[config.mk]
export PLATFORM = sky130hd
export DESIGN_NAME = row_sum_accum_flat
export DESIGN_NICKNAME = d
export VERILOG_FILES = /design/src/rtl/row_sum_accum_if.sv /design/src/rtl/row_sum_accum.sv /design/src/flat_wrapper.sv
export SDC_FILE = /design/constraint.sdc
export NUM_CORES = 1
export LEC_CHECK = 0
export BUFFER_PORTS_ARGS = -buffer_cell sky130_fd_sc_hd__buf_2
export CORE_MARGIN = 3
export CORE_UTILIZATION = 30
export DETAILED_ROUTE_END_ITERATION = 7
export GPL_TIMING_DRIVEN = 0
export MAX_ROUTING_LAYER = met4
export PLACE_DENSITY = 0.48
export SYNTH_ARGS = -nofsm -noshare
export SYNTH_HDL_FRONTEND = slang
export SYNTH_SLANG_ARGS = --single-unit
[constraint.sdc]
create_clock -name dclk -period 5.25 [get_ports dclk]
set_input_delay 1.05 -clock dclk [delete_from_list [all_inputs] [get_ports dclk]]
set_output_delay 1.05 -clock dclk [all_outputs]
set_load 0.02 [all_outputs]
[src/rtl/row_sum_accum_if.sv]
// Pixel-stream input and row-sum result bundle for row_sum_accum.
// The slave modport is the accumulator's view; master is the driving side.
interface row_sum_accum_if;
   logic        sof;
   logic        eol;
   logic        pix_valid;
   logic        pix_fg;
   logic [10:0] sum_row_out;
   logic        sum_valid;
   logic        sat_flag;
   logic        frame_err;

   modport slave (
      input  sof, eol, pix_valid, pix_fg,
      output sum_row_out, sum_valid, sat_flag, frame_err
   );

   modport master (
      output sof, eol, pix_valid, pix_fg,
      input  sum_row_out, sum_valid, sat_flag, frame_err
   );
endinterface

[src/rtl/row_sum_accum.sv]
// Counts foreground pixels inside a rectangular window per frame and publishes
// the saturated count at each clean frame end; malformed frames pulse frame_err.
module row_sum_accum #(
   parameter int FRAME_W = 640,
   parameter int FRAME_H = 480,
   parameter int WIN_X0  = 0,
   parameter int WIN_X1  = 640,
   parameter int WIN_Y0  = 240,
   parameter int WIN_Y1  = 241,
   parameter int SAT_MAX = 2047
) (
   input  logic            dclk,
   input  logic            clr,
   row_sum_accum_if.slave  bus
);

   typedef enum logic {IDLE, ACTIVE} state_t;

   localparam logic [9:0]  FW     = 10'(FRAME_W);
   localparam logic [9:0]  FW_M1  = 10'(FRAME_W - 1);
   localparam logic [8:0]  FH_M1  = 9'(FRAME_H - 1);
   localparam logic [9:0]  WX0    = 10'(WIN_X0);
   localparam logic [9:0]  WX1    = 10'(WIN_X1);
   localparam logic [8:0]  WY0    = 9'(WIN_Y0);
   localparam logic [8:0]  WY1    = 9'(WIN_Y1);
   localparam logic [10:0] SAT11  = 11'(SAT_MAX);
   localparam logic [11:0] SAT12  = {1'b0, SAT11};
   // The sof pixel is always (0,0), so its window membership is a constant.
   localparam logic ORIGIN_IN = (WIN_X0 == 0) && (WIN_X1 > 0) &&
                                (WIN_Y0 == 0) && (WIN_Y1 > 0);

   state_t      state_q, state_d;
   logic [9:0]  x_q, x_d;
   logic [8:0]  y_q, y_d;
   logic [10:0] acc_q, acc_d;
   logic [10:0] sum_q, sum_d;
   logic        sat_q, sat_d;
   logic        sv_q, sv_d;
   logic        err_q, err_d;

   logic        in_win;
   logic        inc;
   logic [11:0] acc_sum;
   logic [10:0] acc_sat;

   always_comb begin
      in_win  = (x_q >= WX0) && (x_q < WX1) && (y_q >= WY0) && (y_q < WY1);
      inc     = bus.pix_fg & in_win;
      acc_sum = {1'b0, acc_q} + {11'b0, inc};
      acc_sat = (acc_sum > SAT12) ? SAT11 : acc_sum[10:0];
   end

   always_comb begin
      state_d = state_q;
      x_d     = x_q;
      y_d     = y_q;
      acc_d   = acc_q;
      sum_d   = sum_q;
      sat_d   = sat_q;
      sv_d    = 1'b0;
      err_d   = 1'b0;

      if (bus.pix_valid) begin
         if (bus.sof) begin
            // sof wins over a coincident eol and restarts any frame in flight.
            err_d   = (state_q == ACTIVE);
            acc_d   = {10'b0, bus.pix_fg & ORIGIN_IN};
            x_d     = 10'd1;
            y_d     = '0;
            state_d = ACTIVE;
         end else if (state_q == ACTIVE) begin
            if ((x_q == FW) || (bus.eol && (x_q != FW_M1))) begin
               err_d   = 1'b1;
               x_d     = '0;
               y_d     = '0;
               acc_d   = '0;
               state_d = IDLE;
            end else begin
               acc_d = acc_sat;
               x_d   = x_q + 10'd1;
               if (bus.eol) begin
                  if (y_q != FH_M1) begin
                     x_d = '0;
                     y_d = y_q + 9'd1;
                  end else begin
                     sum_d   = acc_sat;
                     sat_d   = (acc_sat == SAT11);
                     sv_d    = 1'b1;
                     x_d     = '0;
                     y_d     = '0;
                     acc_d   = '0;
                     state_d = IDLE;
                  end
               end
            end
         end
      end
   end

   always_ff @(posedge dclk or posedge clr) begin
      if (clr) begin
         state_q <= IDLE;
         x_q     <= '0;
         y_q     <= '0;
         acc_q   <= '0;
         sum_q   <= '0;
         sat_q   <= 1'b0;
         sv_q    <= 1'b0;
         err_q   <= 1'b0;
      end else begin
         state_q <= state_d;
         x_q     <= x_d;
         y_q     <= y_d;
         acc_q   <= acc_d;
         sum_q   <= sum_d;
         sat_q   <= sat_d;
         sv_q    <= sv_d;
         err_q   <= err_d;
      end
   end

   assign bus.sum_row_out = sum_q;
   assign bus.sum_valid   = sv_q;
   assign bus.sat_flag    = sat_q;
   assign bus.frame_err   = err_q;

endmodule

[src/flat_wrapper.sv]
// flat-port wrapper written by rule: the top's interface ports become plain ports
module row_sum_accum_flat 
#(
   parameter int FRAME_W = 640,
   parameter int FRAME_H = 480,
   parameter int WIN_X0  = 0,
   parameter int WIN_X1  = 640,
   parameter int WIN_Y0  = 240,
   parameter int WIN_Y1  = 241,
   parameter int SAT_MAX = 2047
)
  (dclk, clr, bus_sof, bus_eol, bus_pix_valid, bus_pix_fg, bus_sum_row_out, bus_sum_valid, bus_sat_flag, bus_frame_err);
  row_sum_accum_if bus_i ();
  input  logic dclk;
  input  logic clr;
  input wire logic [$bits(bus_i.sof)-1:0] bus_sof;
  input wire logic [$bits(bus_i.eol)-1:0] bus_eol;
  input wire logic [$bits(bus_i.pix_valid)-1:0] bus_pix_valid;
  input wire logic [$bits(bus_i.pix_fg)-1:0] bus_pix_fg;
  output wire logic [$bits(bus_i.sum_row_out)-1:0] bus_sum_row_out;
  output wire logic [$bits(bus_i.sum_valid)-1:0] bus_sum_valid;
  output wire logic [$bits(bus_i.sat_flag)-1:0] bus_sat_flag;
  output wire logic [$bits(bus_i.frame_err)-1:0] bus_frame_err;
  assign bus_i.sof = bus_sof;
  assign bus_i.eol = bus_eol;
  assign bus_i.pix_valid = bus_pix_valid;
  assign bus_i.pix_fg = bus_pix_fg;
  assign bus_sum_row_out = bus_i.sum_row_out;
  assign bus_sum_valid = bus_i.sum_valid;
  assign bus_sat_flag = bus_i.sat_flag;
  assign bus_frame_err = bus_i.frame_err;
  row_sum_accum #(.FRAME_W(FRAME_W), .FRAME_H(FRAME_H), .WIN_X0(WIN_X0), .WIN_X1(WIN_X1), .WIN_Y0(WIN_Y0), .WIN_Y1(WIN_Y1), .SAT_MAX(SAT_MAX)) u_core (.dclk(dclk), .clr(clr), .bus(bus_i));
endmodule
# Word level (Yosys, flattened, before mapping)
# Cells that the tools add are included.
# classes
n_eq_ne	4
n_bitwise	4
addsub	3
reduce_logical	10
order_cmp	5
mux	30
# ops
operator	n
11-bit 2-to-1 mux	6
9-bit 2-to-1 mux	5
10-bit 2-to-1 mux	4
1-bit 2-to-1 mux	15
11-bit by 1-bit adder with 12-bit output	1
12-bit by 11-bit > comparator with 1-bit output, second input constant	1
11-bit equality test, second input constant	1
10-bit by 1-bit adder with 10-bit output, second input constant	1
10-bit equality test, second input constant	1
10-bit by 1-bit >= comparator with 1-bit output, second input constant	1
10-bit less-than comparator, second input constant	1
10-bit != test, second input constant	1
9-bit by 1-bit adder with 9-bit output, second input constant	1
9-bit by 8-bit >= comparator with 1-bit output, second input constant	1
9-bit by 8-bit less-than comparator with 1-bit output, second input constant	1
9-bit != test, second input constant	1
6-bit AND reduction	1
1-bit logical AND	4
1-bit NOT	3
3-bit AND reduction	1
3-bit nonzero test	1
2-bit AND reduction	1
2-bit nonzero test	1
1-bit AND	1
1-bit logical OR	1
# totals
ff_bits	45
word_cells	64
inputBits	6

# Logic depth before layout (Yosys ltp)
# logic_depth
depth_word	13
mapped_depth	10
mapped_depth_nobuf	10

# Worst setup path after synthesis
# Ideal clock, no wire load.
# synth_path
kind	input-to-reg
start	in bus_pix_fg
end	reg u_core.sat_q, in the netlist u_core.bus.sat_flag
n_path_buf	0
cell_stages	9
setup_ns	0.096
arrival_time_ns	2.804
setup_slack_ns	2.350
cell_sequence	nand3_1 nor3_1 ha_1 ha_1 nand2_1 o31a_1 a2111oi_0 nand4bb_1 o31ai_1
# synth_between
elab_chain_cells	5
# synth_lines
element	line	text
start, declared	flat_wrapper.sv:19	input wire logic [$bits(bus_i.pix_fg)-1:0] bus_pix_fg;
1-bit AND *	row_sum_accum.sv:48	inc = bus.pix_fg & in_win;
11-bit by 1-bit adder with 12-bit output *	row_sum_accum.sv:49	acc_sum = {1'b0, acc_q} + {11'b0, inc};
12-bit by 11-bit > comparator with 1-bit output	row_sum_accum.sv:50	acc_sat = (acc_sum > SAT12) ? SAT11 : acc_sum[10:0];
11-bit 2-to-1 mux *	row_sum_accum.sv:50	
11-bit equality test *	row_sum_accum.sv:87	sat_d = (acc_sat == SAT11);
end signal, assigned	row_sum_accum.sv:116	sat_q <= sat_d;
end, declared	row_sum_accum.sv:37	logic sat_q, sat_d;
# Mark *: on every way between the ends. The rest lies on a longest branch, timed or not.
# A chain may end at the register's enable or synchronous reset.

# Final worst setup path
# Ends and elaborated chain as after synthesis.

==> results.md <==
- Asr flop ratio synth: 1.00
- Normalized max-slew margin: 0.438
- Drt first-iter violations: 108
- Per-instance average area after synthesis: 8.96 um^2
- Number of enable-type register cells in the synthesized netlist: 0
- Remaining routing DRC violations: 0
- Unrepaired setup endpoints after global routing: no
- Total inserted antenna cells: 0
- Sum of routed wire length over all layers: 6.06 mm
- Setup Total Neg Slack: 0 ns
- Floorplan die area: 9690 um^2
- Count of buffers added by post-CTS timing repair for setup: 0
- All-layer global routing usage: 0.135
- Most used flip-flop cell after synthesis: sky130_fd_sc_hd__dfrtp_1
- Run status: completed
- Number of placed I/O pins: 20
- Worst hold start: u_core.bus.sum_row_out[9]
- Number of pins exceeding their max-slew limit in the final report: 0
- Area Overhead vs Synth: 14.4%
- Initial Util: 0.310
- Height of the die: 98.4 um
- Worst Path Required: 5.47 ns
- Number of standard cells in the layout, taps in and fillers out: 417
- Layout net count: 323
- Beginning of the worst register-to-register path: u_core.y_q[0]
- Gate family responsible for the most delay along the worst path: compound AO/OA/AOI/OAI gates
- Max-capacitance violation count: 0
- Number of buffer and inverter instances along the worst setup path: 1
- Detailed-route wire length per cell: 14.5 um
- Vias after detailed routing: 2139
- Overall die width: 98.4 um
- Number of buffers added on ports: 17
- Power density cells: 253 nW/um^2
- Remaining antenna violation count after routing: 0
- Worst IR drop on VDD: 124 uV
- Total CTS buffers: 5
- Endpoints failing hold: 0
- Core Rows: 33
- Transition time at the pin with the least slew margin: 0.836 ns
- Number of sinks driven by the clock tree: 45
- Total of cells resized after clock tree synthesis: 0
- Final weighted congestion of routability-driven global placement: 0.884
- Warnings from Yosys: 0
- Grt total ovfl: 0
- H-Tree Depth: 2
- Via count of the first global-routing pass: 2144
- Mapped Nets: 298
- Max frequency: 310 MHz
- Commonest cells after routing, fill and taps aside: 45 x sky130_fd_sc_hd__dfrtp_1, 37 x sky130_fd_sc_hd__nand2_1, 21 x sky130_fd_sc_hd__nor2_1
- Signal arrival time at the worst endpoint: 3.44 ns
- Count of placed standard cells including taps: 409
- Register bit total from synthesis: 45
- TritonCTS clock tree: yes
- Final Setup Violations: 0
- Hold_buf cts: 0
- Most prevalent standard cell on the critical path: sky130_fd_sc_hd__ha_1
- Slowest stage cell, crit path: sky130_fd_sc_hd__a2111oi_0
- Distinct cell type count of the synthesized netlist: 56
- Proportion of layout cells with a drive suffix above 1: 0.147
- Worst skew pair latency: 0.31 ns
- Sequential element share of the synthesized area: 0.439
- Clock Tree Root: sky130_fd_sc_hd__clkbuf_8
- Number of cells on the worst hold path: 2
- Worst flop-to-flop path endpoint: u_core.bus.sat_flag
- Clock skew after layout: 0.00779 ns
- Cell chain of the critical path: buf_2 -> nand3_1 -> nor3_1 -> ha_1 -> ha_1 -> nand2_1 -> o31a_1 -> a2111oi_0 -> nand4bb_1 -> o31ai_1
- Half-perimeter wire length after detailed placement: 4.34 mm
- Post-Syn Area: 2560 um^2
- Leading cell type in the layout, fill and taps excluded: sky130_fd_sc_hd__dfrtp_1
- Worst hold slack: 0.485 ns
- Synth Instances: 286
- Crit Path Category: input pin to flip-flop
- Number of stages on the worst setup path: 10
- Clock-pin slew reported for the worst setup and hold paths after clock tree synthesis: 0.09 ns
- Endpoint class of the critical path: flip-flop
- R2R setup slack: 2.10 ns
- Floorplan core area: 8260 um^2
- Static leakage power: 1.23 nW
- Wire length of the first global-routing pass: 10.5 mm
- Period utilisation layout: 0.613
- Launch point of the critical path: bus_pix_fg
- Routed vias/inst: 5.13
- Hold/Removal Path Class: flip-flop to flip-flop
- Max clock buf depth: 2
- Slowest stage delay, CP: 0.56 ns
- Crit path capture: u_core.bus.sat_flag
- Number of cells traversed by the worst register-to-register path: 10
- Largest fanout on the critical path: 7
- First drt pass iteration count: 4
- Min Tclk post-route: 3.22 ns
- Pin count of the biggest net entering global routing: 30
- Startpoint Class: input pin
- Initial antenna violation count: 0
==> worst min-delay path by stage <==
stage | to | slack [ns]
2_1_floorplan | u_core.acc_q[0] | 0.46
3_3_place_gp | u_core.bus.sum_row_out[7] | 0.46
3_5_place_dp | u_core.bus.sum_row_out[9] | 0.47
4_1_cts | u_core.bus.sum_row_out[9] | 0.50
5_1_grt | u_core.bus.sum_row_out[3] | 0.53
6_report | u_core.bus.sum_row_out[9] | 0.49
==> logic make-up after synthesis <==
logic type / Yosys count / share of synthesized area
XOR/XNOR: 8 / 0.0273
flip-flops: 45 / 0.439
adder cells (fa/ha/maj): 6 / 0.0293
multiplexers: 4 / 0.0166
AO/OA/AOI/OAI: 75 / 0.199
AND/OR/NAND/NOR: 120 / 0.242
buffers and inverters: 28 / 0.0464
==> cell usage after synthesis (2+ instances only) <==
| cell type | instances | area share |
|---|---|---|
| sky130_fd_sc_hd__nor2_1 | 21 | 0.031 |
| sky130_fd_sc_hd__nor4_1 | 2 | 0.0049 |
| sky130_fd_sc_hd__nand2_1 | 37 | 0.054 |
| sky130_fd_sc_hd__o211ai_1 | 4 | 0.012 |
| sky130_fd_sc_hd__o21ai_0 | 11 | 0.021 |
| sky130_fd_sc_hd__mux2i_1 | 2 | 0.0078 |
| sky130_fd_sc_hd__nand2b_1 | 2 | 0.0049 |
| sky130_fd_sc_hd__o21ai_1 | 18 | 0.035 |
| sky130_fd_sc_hd__nor3b_1 | 3 | 0.0088 |
| sky130_fd_sc_hd__a32o_1 | 3 | 0.012 |
| sky130_fd_sc_hd__inv_1 | 16 | 0.023 |
| sky130_fd_sc_hd__o31a_1 | 2 | 0.0068 |
| sky130_fd_sc_hd__and2b_2 | 2 | 0.0068 |
| sky130_fd_sc_hd__nand4_1 | 7 | 0.017 |
| sky130_fd_sc_hd__o21a_1 | 2 | 0.0059 |
| sky130_fd_sc_hd__o22ai_1 | 4 | 0.0098 |
| sky130_fd_sc_hd__nor3_1 | 8 | 0.016 |
| sky130_fd_sc_hd__and3_1 | 3 | 0.0073 |
| sky130_fd_sc_hd__clkbuf_1 | 7 | 0.010 |
| sky130_fd_sc_hd__nand3_1 | 20 | 0.039 |
| sky130_fd_sc_hd__xnor2_1 | 2 | 0.0068 |
| sky130_fd_sc_hd__ha_1 | 6 | 0.029 |
| sky130_fd_sc_hd__or2_2 | 2 | 0.0049 |
| sky130_fd_sc_hd__nor2b_1 | 3 | 0.0073 |
| sky130_fd_sc_hd__xor2_1 | 6 | 0.020 |
| sky130_fd_sc_hd__and4_1 | 3 | 0.010 |
| sky130_fd_sc_hd__a21oi_1 | 12 | 0.023 |
| sky130_fd_sc_hd__dfrtp_1 | 45 | 0.44 |
| sky130_fd_sc_hd__a22o_1 | 2 | 0.0068 |
| sky130_fd_sc_hd__a31oi_1 | 5 | 0.012 |
==> sequential cells by signal, indices dropped and copies added, names as in the netlist <==
register	flops
u_core.bus.sat_flag	1
u_core.bus.sum_valid	1
u_core.state_q	1
u_core.x_q	10
u_core.acc_q	11
u_core.y_q	9
u_core.bus.frame_err	1
u_core.bus.sum_row_out	11
==> per-stage QoR <==
stage / total power [mW] / cell area, um^2 / worst slack [ns] / util
2_1_floorplan: 0.414 / 2560 / 2.35 / -
3_3_place_gp: 0.430 / 2780 / 1.77 / 0.337
3_5_place_dp: 0.432 / 2800 / 1.73 / 0.339
4_1_cts: 0.754 / 2930 / 2.05 / 0.355
5_1_grt: 0.777 / 2930 / 1.83 / 0.355
6_report: 0.743 / 2930 / 2.03 / 0.355
==> routing by layer <==
metal | up-vias | wire, um | track usage
met5 | - | 0 | -
met4 | 0 | 65 | 0.0378
met3 | 8 | 207 | 0.0262
met2 | 32 | 2810 | 0.214
met1 | 1019 | 2980 | 0.177
li1 | 1080 | - | -
==> cell type report <==
class	instances	area, um^2
clock buffers	5	68.8
multi-input cells	213	1320
well taps	105	131
clock inverters	3	65.1
flip-flops and latches	45	1130
inverters	17	63.8
plain buffers	11	55.1
repair buffers	18	105
fillers	862	5320
==> worst min-delay path, delay by kind of cell, from the launching register on <==
family | cells | cell delay (ns)
compound gates | 1 | 0.06
flops | 1 | 0.35
simple gates | 1 | 0.05
==> power breakdown <==
group	switching [mW]	internal (mW)
Clock	0.130	0.189
Sequential	0.00989	0.355
Combinational	0.0388	0.0209
(Power assumes the default switching activity.)
